File: config.mk
export PLATFORM = sky130hd
export DESIGN_NAME = mem_port_arbiter
export DESIGN_NICKNAME = d
export VERILOG_FILES = /design/src/rtl/mem_port_arbiter.sv
export SDC_FILE = /design/constraint.sdc
export NUM_CORES = 1
export LEC_CHECK = 0
export ABC_CLOCK_PERIOD_IN_PS = 6220
export BUFFER_PORTS_ARGS = -buffer_cell sky130_fd_sc_hd__buf_2
export CORE_MARGIN = 8
export CORE_UTILIZATION = 50
export CTS_BUF_LIST = sky130_fd_sc_hd__clkbuf_4 sky130_fd_sc_hd__clkbuf_8 sky130_fd_sc_hd__clkbuf_16
export CTS_CLUSTER_DIAMETER = 40
export DETAILED_ROUTE_END_ITERATION = 10
export HOLD_SLACK_MARGIN = 0.02
export PLACE_DENSITY = 0.87
export RECOVER_POWER = 100
export SYNTH_ARGS = -nofsm -noshare
export SYNTH_HDL_FRONTEND = slang
export SYNTH_SLANG_ARGS = --single-unit
File: constraint.sdc
create_clock -name clk -period 6.22 [get_ports clk]
set_input_delay 0.311 -clock clk [delete_from_list [all_inputs] [get_ports clk]]
set_output_delay 0.311 -clock clk [all_outputs]
set_load 0.1 [all_outputs]
File: src/rtl/mem_port_arbiter.sv
// Shares the single data-memory port between instruction fetch and the load/store unit.
// One transaction at a time: latch in IDLE, present in ISSUE, await response (with timeout) in WAIT.
module mem_port_arbiter #(
    parameter int XLEN    = 32,
    parameter int TIMEOUT = 255
) (
    input  logic            clk,
    input  logic            rst,
    input  logic            ifu_req_valid,
    output logic            ifu_req_ready,
    input  logic [XLEN-1:0] ifu_addr,
    output logic            ifu_resp_valid,
    output logic [XLEN-1:0] ifu_rdata,
    output logic            ifu_err,
    input  logic            lsu_req_valid,
    output logic            lsu_req_ready,
    input  logic [XLEN-1:0] lsu_addr,
    input  logic            lsu_wen,
    input  logic [XLEN-1:0] lsu_wdata,
    input  logic [3:0]      lsu_wmask,
    output logic            lsu_resp_valid,
    output logic [XLEN-1:0] lsu_rdata,
    output logic            lsu_err,
    output logic            mem_req_valid,
    input  logic            mem_req_ready,
    output logic [XLEN-1:0] mem_addr,
    output logic            mem_wen,
    output logic [XLEN-1:0] mem_wdata,
    output logic [3:0]      mem_wmask,
    input  logic            mem_resp_valid,
    input  logic [XLEN-1:0] mem_rdata
);

    localparam int CW = $clog2(TIMEOUT) + 1;
    localparam logic [CW-1:0] CNT_LAST = CW'(TIMEOUT - 1);

    typedef enum logic [1:0] {IDLE, ISSUE, WAIT} state_t;

    state_t          state_reg, state_next;
    logic            ptr_lsu_reg, ptr_lsu_next;   // 1: LSU wins a tie
    logic            own_lsu_reg, own_lsu_next;
    logic [CW-1:0]   cnt_reg, cnt_next;
    logic [XLEN-1:0] addr_reg, addr_next;
    logic [XLEN-1:0] wdata_reg, wdata_next;
    logic            wen_reg, wen_next;
    logic [3:0]      wmask_reg, wmask_next;
    logic            ifu_rv_reg, ifu_rv_next, ifu_err_reg, ifu_err_next;
    logic            lsu_rv_reg, lsu_rv_next, lsu_err_reg, lsu_err_next;
    logic [XLEN-1:0] ifu_rdata_reg, ifu_rdata_next, lsu_rdata_reg, lsu_rdata_next;
    logic            grant_ifu, grant_lsu;
    logic            done;
    logic [XLEN-1:0] done_rdata;

    // Readies are held low while reset is asserted so every output reads 0 in reset.
    assign grant_lsu = (state_reg == IDLE) && rst && lsu_req_valid
                       && (!ifu_req_valid || ptr_lsu_reg);
    assign grant_ifu = (state_reg == IDLE) && rst && ifu_req_valid
                       && (!lsu_req_valid || !ptr_lsu_reg);

    assign ifu_req_ready  = grant_ifu;
    assign lsu_req_ready  = grant_lsu;
    assign mem_req_valid  = (state_reg == ISSUE);
    assign mem_addr       = addr_reg;
    assign mem_wen        = wen_reg;
    assign mem_wdata      = wdata_reg;
    assign mem_wmask      = wmask_reg;
    assign ifu_resp_valid = ifu_rv_reg;
    assign ifu_rdata      = ifu_rdata_reg;
    assign ifu_err        = ifu_err_reg;
    assign lsu_resp_valid = lsu_rv_reg;
    assign lsu_rdata      = lsu_rdata_reg;
    assign lsu_err        = lsu_err_reg;

    // A real response wins over a timeout landing in the same cycle.
    assign done       = (state_reg == WAIT) && (mem_resp_valid || (cnt_reg >= CNT_LAST));
    assign done_rdata = (mem_resp_valid && !wen_reg) ? mem_rdata : '0;

    always_comb begin
        state_next     = state_reg;
        ptr_lsu_next   = ptr_lsu_reg;
        own_lsu_next   = own_lsu_reg;
        cnt_next       = cnt_reg;
        addr_next      = addr_reg;
        wdata_next     = wdata_reg;
        wen_next       = wen_reg;
        wmask_next     = wmask_reg;
        ifu_rv_next    = 1'b0;
        ifu_err_next   = 1'b0;
        ifu_rdata_next = '0;
        lsu_rv_next    = 1'b0;
        lsu_err_next   = 1'b0;
        lsu_rdata_next = '0;

        case (state_reg)
            IDLE: begin
                if (grant_lsu) begin
                    own_lsu_next = 1'b1;
                    addr_next    = lsu_addr;
                    wen_next     = lsu_wen;
                    wdata_next   = lsu_wdata;
                    wmask_next   = lsu_wen ? lsu_wmask : 4'b0000;
                    state_next   = ISSUE;
                end else if (grant_ifu) begin
                    own_lsu_next = 1'b0;
                    addr_next    = ifu_addr;
                    wen_next     = 1'b0;
                    wdata_next   = '0;
                    wmask_next   = 4'b0000;
                    state_next   = ISSUE;
                end
            end
            ISSUE: begin
                if (mem_req_ready) begin
                    cnt_next   = '0;
                    state_next = WAIT;
                end
            end
            WAIT: begin
                if (cnt_reg != {CW{1'b1}}) begin
                    cnt_next = cnt_reg + 1'b1;
                end
                if (done) begin
                    if (own_lsu_reg) begin
                        lsu_rv_next    = 1'b1;
                        lsu_err_next   = !mem_resp_valid;
                        lsu_rdata_next = done_rdata;
                    end else begin
                        ifu_rv_next    = 1'b1;
                        ifu_err_next   = !mem_resp_valid;
                        ifu_rdata_next = mem_resp_valid ? mem_rdata : '0;
                    end
                    ptr_lsu_next = !own_lsu_reg;
                    state_next   = IDLE;
                end
            end
            default: state_next = IDLE;
        endcase
    end

    always_ff @(posedge clk or negedge rst) begin
        if (!rst) begin
            state_reg     <= IDLE;
            ptr_lsu_reg   <= 1'b1;
            own_lsu_reg   <= 1'b0;
            cnt_reg       <= '0;
            addr_reg      <= '0;
            wdata_reg     <= '0;
            wen_reg       <= 1'b0;
            wmask_reg     <= 4'b0000;
            ifu_rv_reg    <= 1'b0;
            ifu_err_reg   <= 1'b0;
            ifu_rdata_reg <= '0;
            lsu_rv_reg    <= 1'b0;
            lsu_err_reg   <= 1'b0;
            lsu_rdata_reg <= '0;
        end else begin
            state_reg     <= state_next;
            ptr_lsu_reg   <= ptr_lsu_next;
            own_lsu_reg   <= own_lsu_next;
            cnt_reg       <= cnt_next;
            addr_reg      <= addr_next;
            wdata_reg     <= wdata_next;
            wen_reg       <= wen_next;
            wmask_reg     <= wmask_next;
            ifu_rv_reg    <= ifu_rv_next;
            ifu_err_reg   <= ifu_err_next;
            ifu_rdata_reg <= ifu_rdata_next;
            lsu_rv_reg    <= lsu_rv_next;
            lsu_err_reg   <= lsu_err_next;
            lsu_rdata_reg <= lsu_rdata_next;
        end
    end

endmodule

==> results.json <==
{
  "status": "finished, violations left",
  "violations": "capacitance limit, slew limit",
  "antenna_left": 0,
  "synth_edf_count": 0,
  "drt_wl_total_mm": 18.7,
  "reg2reg_slack_ns": 2.59,
  "h-tree-depth": 4,
  "leakage_nw": 3.59,
  "hold_class": "in -> reg",
  "nets": 904,
  "core_area_um2": 11500,
  "start_util": 0.513,
  "ctsHoldBuffers": 1,
  "numPortBuffers": 278,
  "drtPass1Iterations": 7,
  "finalSetupTns_ns": 0,
  "vdd_drop_max_uv": 781,
  "critPathKind": "in -> out",
  "finalHoldViolations": 0,
  "ys_ff_latch": 150,
  "finalCoreUtilization": 0.677,
  "yosys-top-cells-count": "149 x dfrtp_1, 62 x and2_1, 38 x nand3_1, 38 x o21ai_0, 35 x clkbuf_1",
  "vias": 5301,
  "drv_slew": 105,
  "antenna_found_initial": 0,
  "synth_warnings": 0,
  "crit_path_end_kind": "primary output",
  "first_iter_violations": 457,
  "ff2ff_path_depth": 4,
  "yosys.area.top_type": "dfrtp_1",
  "yosysUniqueCellTypes": 44,
  "slowest_stage": "or3_1",
  "drive_above_1_share": 0.234,
  "r2r-start": "state_reg[1]$_DFFE_PN0P_",
  "max_freq_mhz": 201,
  "worstSetupPathDepth": 6,
  "numCtsBuffers": 17,
  "rsz0062_at_grt": "no",
  "max-cap-violations": 2,
  "path_cells": "dlygate4sd3_1, buf_6, or3b_4, or3_1, clkinv_2, clkbuf_1",
  "design.die.area_um2": 15500,
  "critPathBufInv": 4,
  "power_density_nw_per_um2": 657,
  "clock_sinks": 150,
  "fin_ws_ns": 1.26,
  "clk_pin_slew_worst_paths_ns": 0.06,
  "grt_pass1_vias": 5469,
  "seq_area_um2": 3750,
  "worst_r2r_endpoint": "mem_wmask[2]$_DFFE_PN0P_",
  "clkLatencyLatePin_ns": 0.42,
  "relSlewSlack": -1.42,
  "setup_viol": 0,
  "ys_top_cells_by_area": "dfrtp_1 63%, and2_1 6.6%, a22o_1 4.9%",
  "clock_skew_ns": 0.00781,
  "yosysTopAreaCellShare": 0.634,
  "grt-ovfl-total": 0,
  "area_delta_synth_final_pct": 32.0,
  "clockBufferDepth": 2,
  "finalCritPeriodShare": 0.798,
  "critPathLaunchType": "input pin",
  "synthCells": 501,
  "synth_nets": 643,
  "crit_path_max_incr_delay_ns": 0.94,
  "drc": 0,
  "dpl_worst_slack_ns": 2.13,
  "grt_max_degree": 84,
  "post_cts_buffers": 0,
  "ctsRootBufferMaster": "clkbuf_16",
  "die_h_um": 124,
  "avgSynthCellArea_um2": 11.7,
  "ys_seq_area_frac": 0.638,
  "fill_cells": 932,
  "die_x_um": 124,
  "worst_pin_slew_ns": 3.64,
  "cts_resized": 0,
  "synthArstFlopShare": 1.00,
  "vias_per_cell": 5.77,
  "required_ns": 5.91,
  "place.gp.congestion": 0.858,
  "cts_tree": "done",
  "diodes": 0,
  "yosysMostFrequentCell": "dfrtp_1",
  "avgRoutedWirePerCell_um": 20.3,
  "endpoint": "lsu_req_ready",
  "post-route-min-period_ns": 4.96,
  "grt_usage": 0.238,
  "crit_path_max_fanout": 83,
  "grt_pass1_wl_mm": 29.7,
  "multi_input_area_um2": 1920,
  "critical_path_arrival_ns": 4.65,
  "crit_family": "buffers and inverters",
  "cp-startpoint": "rst",
  "boundaryPins": 279,
  "hpwl_mm": 13.7,
  "rows": 39,
  "syn_area_um2": 5880,
  "synth_ff_type": "dfrtp_1"
}
## metrics by stage
stage | instance area (um2) | power (W) | std cells | hold WS, ns
after floorplan | 5880 | 0.00361 | 501 | 0.0154
after global placement | 7340 | 0.00405 | 885 | 0.376
after detailed placement | 7340 | 0.00411 | 885 | 0.392
after CTS | 7970 | 0.00520 | 918 | 0.0926
after global routing | 7770 | 0.00529 | 918 | 0.0915
final | 7770 | 0.00510 | 918 | 0.108
## layout by cell type (no fill, tap or decap), types with 3 or more instances in the layout
cell type and n:
dfrtp_1 149, clkbuf_1 144, buf_2 137, and2_0 38, nand3_1 38, o21ai_0 38
nor4_1 33, a22o_1 33, a31oi_1 32, and2_1 24, clkbuf_16 17, nand2_1 12
nor2_1 9, nor3b_1 4, nor3_1 4, a32o_1 4, inv_1 3, o211ai_1 3
mux2i_1 3, a21oi_1 3, ha_1 3, inv_6 3, inv_8 3, clkinv_4 3
bufinv_16 3, buf_4 3
## cells by family after synthesis
group                      synth area share
adders and majority gates           0.00638
and+or+nand+nor                       0.174
AOI/OAI and AO/OA                     0.138
buffers and inverters                0.0370
DFF                                   0.638
muxes                               0.00511
xor gates and xnor gates            0.00149
## metal layers
| layer | vias to the layer above | routed length, um | GRT usage |
|---|---|---|---|
| li1 | 2342 | - | - |
| met1 | 2583 | 6880 | 0.269 |
| met5 | - | 0 | 0 |
| met3 | 26 | 2200 | 0.109 |
| met4 | 0 | 343 | 0.0850 |
| met2 | 350 | 9240 | 0.391 |
## worst min-delay path by stage
stage | from | end | slack (ns) | cells after the start
after floorplan | rst | cnt_reg[0]$_DFFE_PN0P_ | 0.02 | 0
after detailed placement | rst | ifu_rdata[24]$_DFF_PN0_ | 0.39 | 1
after global routing | mem_rdata[19] | lsu_rdata[19]$_DFF_PN0_ | 0.09 | 2
after global placement | rst | lsu_rdata[23]$_DFF_PN0_ | 0.38 | 1
after CTS | mem_rdata[19] | lsu_rdata[19]$_DFF_PN0_ | 0.09 | 2
final | mem_rdata[19] | lsu_rdata[19]$_DFF_PN0_ | 0.11 | 2
## final cells by class
type / count / area share
tap: 143 / 0.0230
clock inverter: 14 / 0.0246
clock buffer: 18 / 0.0557
timing repair buffer: 286 / 0.164
sequential: 150 / 0.483
multi-input combinational: 303 / 0.247
inverter: 4 / 0.00209
## report_power, final
part / total, W / internal (W) / switching (W)
sequential: 0.00142 / 0.00124 / 0.000179
clock: 0.00108 / 0.000649 / 0.000427
combinational: 0.00261 / 0.000340 / 0.00227
Note: power is estimated with default switching activity, not from simulation.
